--- src/rtl/uart_rx_cfg_if.sv ---
// Serial receive interface: raw line in, per-frame word and error flags out.
// master = receiver side, slave = consumer/line-driver side.
interface uart_rx_cfg_if #(
  parameter int DATA_BITS = 8
);
  logic                 din;
  logic                 valid;
  logic [DATA_BITS-1:0] data;
  logic                 parity_err;
  logic                 frame_err;
  logic                 busy;

  modport master (
    input  din,
    output valid, data, parity_err, frame_err, busy
  );

  modport slave (
    output din,
    input  valid, data, parity_err, frame_err, busy
  );
endinterface

--- src/rtl/uart_rx_cfg.sv ---
// Parametrised UART receiver: mid-bit sampling, glitch-rejecting start,
// per-frame parity/framing flags committed with a one-cycle valid pulse.
module uart_rx_cfg #(
  parameter int CLK_FREQ  = 100_000_000,
  parameter int BAUD_RATE = 9600,
  parameter int DATA_BITS = 8,
  parameter int PARITY    = 0,
  parameter int STOP_BITS = 1
) (
  input  logic          clk,
  input  logic          rst_n,
  uart_rx_cfg_if.master bus
);
  localparam int BIT_CYCLES  = CLK_FREQ / BAUD_RATE;
  localparam int HALF_CYCLES = BIT_CYCLES / 2;
  localparam int CW          = $clog2(BIT_CYCLES);
  localparam int BW          = $clog2(DATA_BITS);

  localparam logic [CW-1:0] HALF_LAST = CW'(HALF_CYCLES - 1);
  localparam logic [CW-1:0] BIT_LAST  = CW'(BIT_CYCLES - 1);
  localparam logic [BW-1:0] LAST_BIT  = BW'(DATA_BITS - 1);
  localparam logic          STOP_LAST = (STOP_BITS == 2);

  typedef enum logic [2:0] {
    S_IDLE, S_START, S_DATA, S_PARITY, S_STOP, S_BREAK
  } state_t;

  state_t               state, state_nx;
  logic                 sync1, din_s;
  logic [CW-1:0]        cnt;
  logic [BW-1:0]        bit_idx;
  logic                 stop_idx;
  logic [DATA_BITS-1:0] shreg;
  logic                 perr, ferr;
  logic                 bit_tick, commit, ferr_final;
  logic                 valid_q, perr_q, ferr_q;
  logic [DATA_BITS-1:0] data_q;

  always_ff @(posedge clk or negedge rst_n) begin
    if (!rst_n) begin
      sync1 <= 1'b1;
      din_s <= 1'b1;
    end else begin
      sync1 <= bus.din;
      din_s <= sync1;
    end
  end

  assign bit_tick = (cnt == BIT_LAST);

  always_ff @(posedge clk or negedge rst_n) begin
    if (!rst_n) state <= S_IDLE;
    else        state <= state_nx;
  end

  always_comb begin
    state_nx   = state;
    commit     = 1'b0;
    ferr_final = ferr | ~din_s;
    case (state)
      S_IDLE:   if (!din_s) state_nx = S_START;
      S_START:  if (cnt == HALF_LAST) state_nx = din_s ? S_IDLE : S_DATA;
      S_DATA:   if (bit_tick && bit_idx == LAST_BIT)
                  state_nx = (PARITY != 0) ? S_PARITY : S_STOP;
      S_PARITY: if (bit_tick) state_nx = S_STOP;
      S_STOP:   if (bit_tick && stop_idx == STOP_LAST) begin
                  commit   = 1'b1;
                  state_nx = ferr_final ? S_BREAK : S_IDLE;
                end
      S_BREAK:  if (din_s) state_nx = S_IDLE;
      default:  state_nx = S_IDLE;
    endcase
  end

  // Restart on every state entry and after each mid-bit sample.
  always_ff @(posedge clk or negedge rst_n) begin
    if (!rst_n)
      cnt <= '0;
    else if (state_nx != state || bit_tick || state == S_IDLE || state == S_BREAK)
      cnt <= '0;
    else
      cnt <= cnt + CW'(1);
  end

  // Right-shift fill lands the first received bit in data[0] after DATA_BITS samples.
  always_ff @(posedge clk or negedge rst_n) begin
    if (!rst_n) begin
      bit_idx  <= '0;
      stop_idx <= 1'b0;
      shreg    <= '0;
      perr     <= 1'b0;
      ferr     <= 1'b0;
      valid_q  <= 1'b0;
      data_q   <= '0;
      perr_q   <= 1'b0;
      ferr_q   <= 1'b0;
    end else begin
      valid_q <= commit;
      if (commit) begin
        data_q <= shreg;
        perr_q <= perr;
        ferr_q <= ferr_final;
      end
      case (state)
        S_IDLE: begin
          bit_idx  <= '0;
          stop_idx <= 1'b0;
          perr     <= 1'b0;
          ferr     <= 1'b0;
        end
        S_DATA: if (bit_tick) begin
          shreg   <= {din_s, shreg[DATA_BITS-1:1]};
          bit_idx <= bit_idx + BW'(1);
        end
        S_PARITY: if (bit_tick) perr <= (^shreg) ^ din_s ^ (PARITY == 1);
        S_STOP: if (bit_tick) begin
          ferr     <= ferr_final;
          stop_idx <= ~stop_idx;
        end
        default: ;
      endcase
    end
  end

  assign bus.valid      = valid_q;
  assign bus.data       = data_q;
  assign bus.parity_err = perr_q;
  assign bus.frame_err  = ferr_q;
  assign bus.busy       = (state != S_IDLE);
endmodule

--- src/flat_wrapper.sv ---
// flat-port wrapper written by rule: the top's interface ports become plain ports
module uart_rx_cfg_flat 
#(
  parameter int CLK_FREQ  = 100_000_000,
  parameter int BAUD_RATE = 9600,
  parameter int DATA_BITS = 8,
  parameter int PARITY    = 0,
  parameter int STOP_BITS = 1
)
  (clk, rst_n, bus_din, bus_valid, bus_data, bus_parity_err, bus_frame_err, bus_busy);
  uart_rx_cfg_if #(.DATA_BITS(DATA_BITS)) bus_i ();
  input  logic clk;
  input  logic rst_n;
  input wire logic [$bits(bus_i.din)-1:0] bus_din;
  output wire logic [$bits(bus_i.valid)-1:0] bus_valid;
  output wire logic [$bits(bus_i.data)-1:0] bus_data;
  output wire logic [$bits(bus_i.parity_err)-1:0] bus_parity_err;
  output wire logic [$bits(bus_i.frame_err)-1:0] bus_frame_err;
  output wire logic [$bits(bus_i.busy)-1:0] bus_busy;
  assign bus_i.din = bus_din;
  assign bus_valid = bus_i.valid;
  assign bus_data = bus_i.data;
  assign bus_parity_err = bus_i.parity_err;
  assign bus_frame_err = bus_i.frame_err;
  assign bus_busy = bus_i.busy;
  uart_rx_cfg #(.CLK_FREQ(CLK_FREQ), .BAUD_RATE(BAUD_RATE), .DATA_BITS(DATA_BITS), .PARITY(PARITY), .STOP_BITS(STOP_BITS)) u_core (.clk(clk), .rst_n(rst_n), .bus(bus_i));
endmodule
--- config.mk ---
export PLATFORM = sky130hd
export DESIGN_NAME = uart_rx_cfg_flat
export DESIGN_NICKNAME = d
export VERILOG_FILES = /design/src/rtl/uart_rx_cfg_if.sv /design/src/rtl/uart_rx_cfg.sv /design/src/flat_wrapper.sv
export SDC_FILE = /design/constraint.sdc
export NUM_CORES = 1
export LEC_CHECK = 0
export CAP_MARGIN = 40
export CORE_AREA = 10 10 72 74
export DETAILED_ROUTE_END_ITERATION = 10
export DIE_AREA = 0 0 82 84
export PLACE_DENSITY = 0.75
export SYNTH_ARGS = -nofsm -noshare
export SYNTH_HDL_FRONTEND = slang
export SYNTH_SLANG_ARGS = --single-unit
export TNS_END_PERCENT = 100
--- constraint.sdc ---
create_clock -name clk -period 2.5 [get_ports clk]
set_input_delay 0.375 -clock clk [delete_from_list [all_inputs] [get_ports clk]]
set_output_delay 0.375 -clock clk [all_outputs]
set_load 0.02 [all_outputs]
==> metrics.cfg <==
[run_status]
outcome = finished, final reports clean

[clock_tree]
ctsResizeCount = 0
clk_pin_slew_ns = 0.08
cts_tree = done
root_buffer = clkbuf_8
cts_buffers = 5
clock_latency_ns = 0.30
clk_path_buf_depth = 2
htreeDepth = 2
cts_setup_buffers = 0
cts_sinks = 44
hold_buffers = 0

[setup_path]
setup.worst_path.start = u_core.state[1]
crit_required_ns = 2.12
path_cells = or3_1 -> clkdlybuf4s50_1
crit_path_top_delay_cell = clkdlybuf4s50_1
crit_fanout = 10
cp-start-kind = register
critPathCaptureType = output port
max_stage_delay_ns = 0.58
worst-setup-path-type = reg -> out
worstReg2RegStart = u_core.state[1]
arrival_ns = 1.90

[timing]
fin_skew_ns = 0.007399
whs_ns = 0.009128
finalSetupViolations = 0
slew_headroom_pct = 68.03
period_share_pct = 90.83
rsz0062_at_grt = false
tns_ns = 0
fmax_mhz = 440.4
worst_slew_pin_slew_ns = 0.4751
hold_viol_final = 0
min_period_ns = 2.271
fin_ws_ns = 0.2293
maxSlewViolCount = 0

[logic_synthesis]
syn-instance-count = 182
ys_warn_count = 0
syn_nets = 188
syn_area_um2 = 2072
synth-seq-area-share_pct = 53.26
postSynthAreaPerCell_um2 = 11.38
yosysTopAreaCell = dfrtp_1
netlist.area_leader.share_pct = 50.72
netlist_top_cells_area = dfrtp_1 51%, mux2_2 9.8%, xnor2_1 5.5%, nor3_1 3.1%, dfstp_2 2.5%
synth_cell_types = 36
synth-seq-cells = 44

[cells_and_area]
seqCellArea_um2 = 1104
antenna_cells = 0
syn2layout_area_growth_pct = 16.18
multi_input_area_um2 = 929.6
final_cells = 253
mostFrequentLayoutCells = 42 x dfrtp_1, 18 x mux2_2, 14 x nand2_1
drive_above_1_share_pct = 18.72
final_cell_area_um2 = 2407
final_nets = 208
utilization_pct = 62.43
final_common_cell = dfrtp_1
n_fill_cell = 315

[global_routing]
antenna_found_initial = 0
grt_start_max_net_pins = 27
track_usage_pct = 12.87
grt_pass1_vias = 1466
grt_overflow = 0
grt_pass1_wl_um = 7038

[drt]
drt-vias-per-instance = 5.854
wl_um = 3960
drt_iter0_drc = 91
ant_nets = 0
drt_first_pass_iters = 4
wire_per_inst_um = 15.65
dr_total_vias = 1481
drc = 0

[place]
io_buffers = 14
dp_slack_ns = 0.4670
gp_congestion = 0.8680
hpwl_um = 2879
dpl_cell_area_um2 = 2296
placedCellCount = 245

[hold_path]
hp-class = in -> async

[power]
leakage_nw = 1.099
max-vdd-ir-drop_uv = 394.0
p_total_mw = 1.275
power_density_nw_per_um2 = 529.8

[floorplan]
rows = 23
coreArea_um2 = 3856
chipWidth_um = 82
die_h_um = 84
start_util_pct = 53.73
die_area_um2 = 6888
io_pins = 15

[job]
drv_cap = 0

==> cell type report <==
class	count	area share, %
Timing Repair Buffer	20	8.004
Multi-Input combinational cell	129	38.62
Tap cell	50	2.599
Inverter	2	0.3119
Sequential cell	44	45.84
Clock buffer	5	2.859
Clock inverter	3	1.767
==> worst max-delay path, delay by kind of cell (launching register included) <==
kind | cells | cell delay (ns)
and+or+nand+nor | 1 | 0.53
DFF | 1 | 0.48
buffers and inverters | 1 | 0.58
==> routing by layer <==
metal	wire, µm	GRT usage [%]
met5	0	0
met4	70	4.644
met3	246	5.065
met2	1887	18.54
met1	1756	16.83
==> cell usage after synthesis <==
cell,instances
mux2i_1,2
and2_1,1
a2111oi_0,1
nor3b_1,2
nor2b_1,1
ha_1,3
nand4_1,6
buf_2,1
a2111oi_2,1
a31o_2,1
a31oi_1,1
a21oi_1,2
mux2_2,18
clkbuf_1,5
and4_1,1
nor4bb_1,4
a22o_1,4
dfstp_2,2
xor2_1,6
a211o_1,1
dfrtp_1,42
nor2_1,13
nor3_1,13
and3_1,4
buf_4,1
or2_2,1
or3_1,3
nand2b_1,1
and4b_1,1
nand3_1,2
nor4_1,1
or3b_1,2
xnor2_1,13
nand2_1,14
o21ai_0,6
inv_1,2
==> power breakdown <==
group,leakage (nW),total (mW),internal (mW),switching (mW)
registers,0.593,0.716,0.714,0.00173
clock network,0.0541,0.537,0.296,0.242
logic,0.452,0.0223,0.00660,0.0157
total,1.10,1.28,1.02,0.259
==> path summary, 6_finish.rpt <==
check	to	slack [ns]	cells past startpoint
worst max-delay path	bus_busy	0.23	2
worst min-delay path	u_core.cnt[8]	0.009	1
worst max register to register	u_core.cnt[3]	0.46	6
worst min register to register	u_core.din_s	0.36	0
max in group asynchronous	u_core.din_s	1.92	2
min in group clk	u_core.din_s	0.36	0
==> sequential cells by signal (all words and copies together), names as in the netlist, 3 cells and up <==
name             flops
u_core.shreg         8
u_core.cnt          14
u_core.bus.data      8
u_core.bit_idx       3
u_core.state         3
==> cell families (layout without fill, tap and decap cells) <==
group,Yosys count,count (layout),synth area share (%)
buf+inv,9,30,1.872
fa+ha+maj,3,3,1.812
xor+xnor,19,19,8.031
flops,44,44,53.26
mux,20,20,10.75
compound gates,17,17,5.918
simple gates,70,70,18.36
Power figures use the tool's default switching activity.
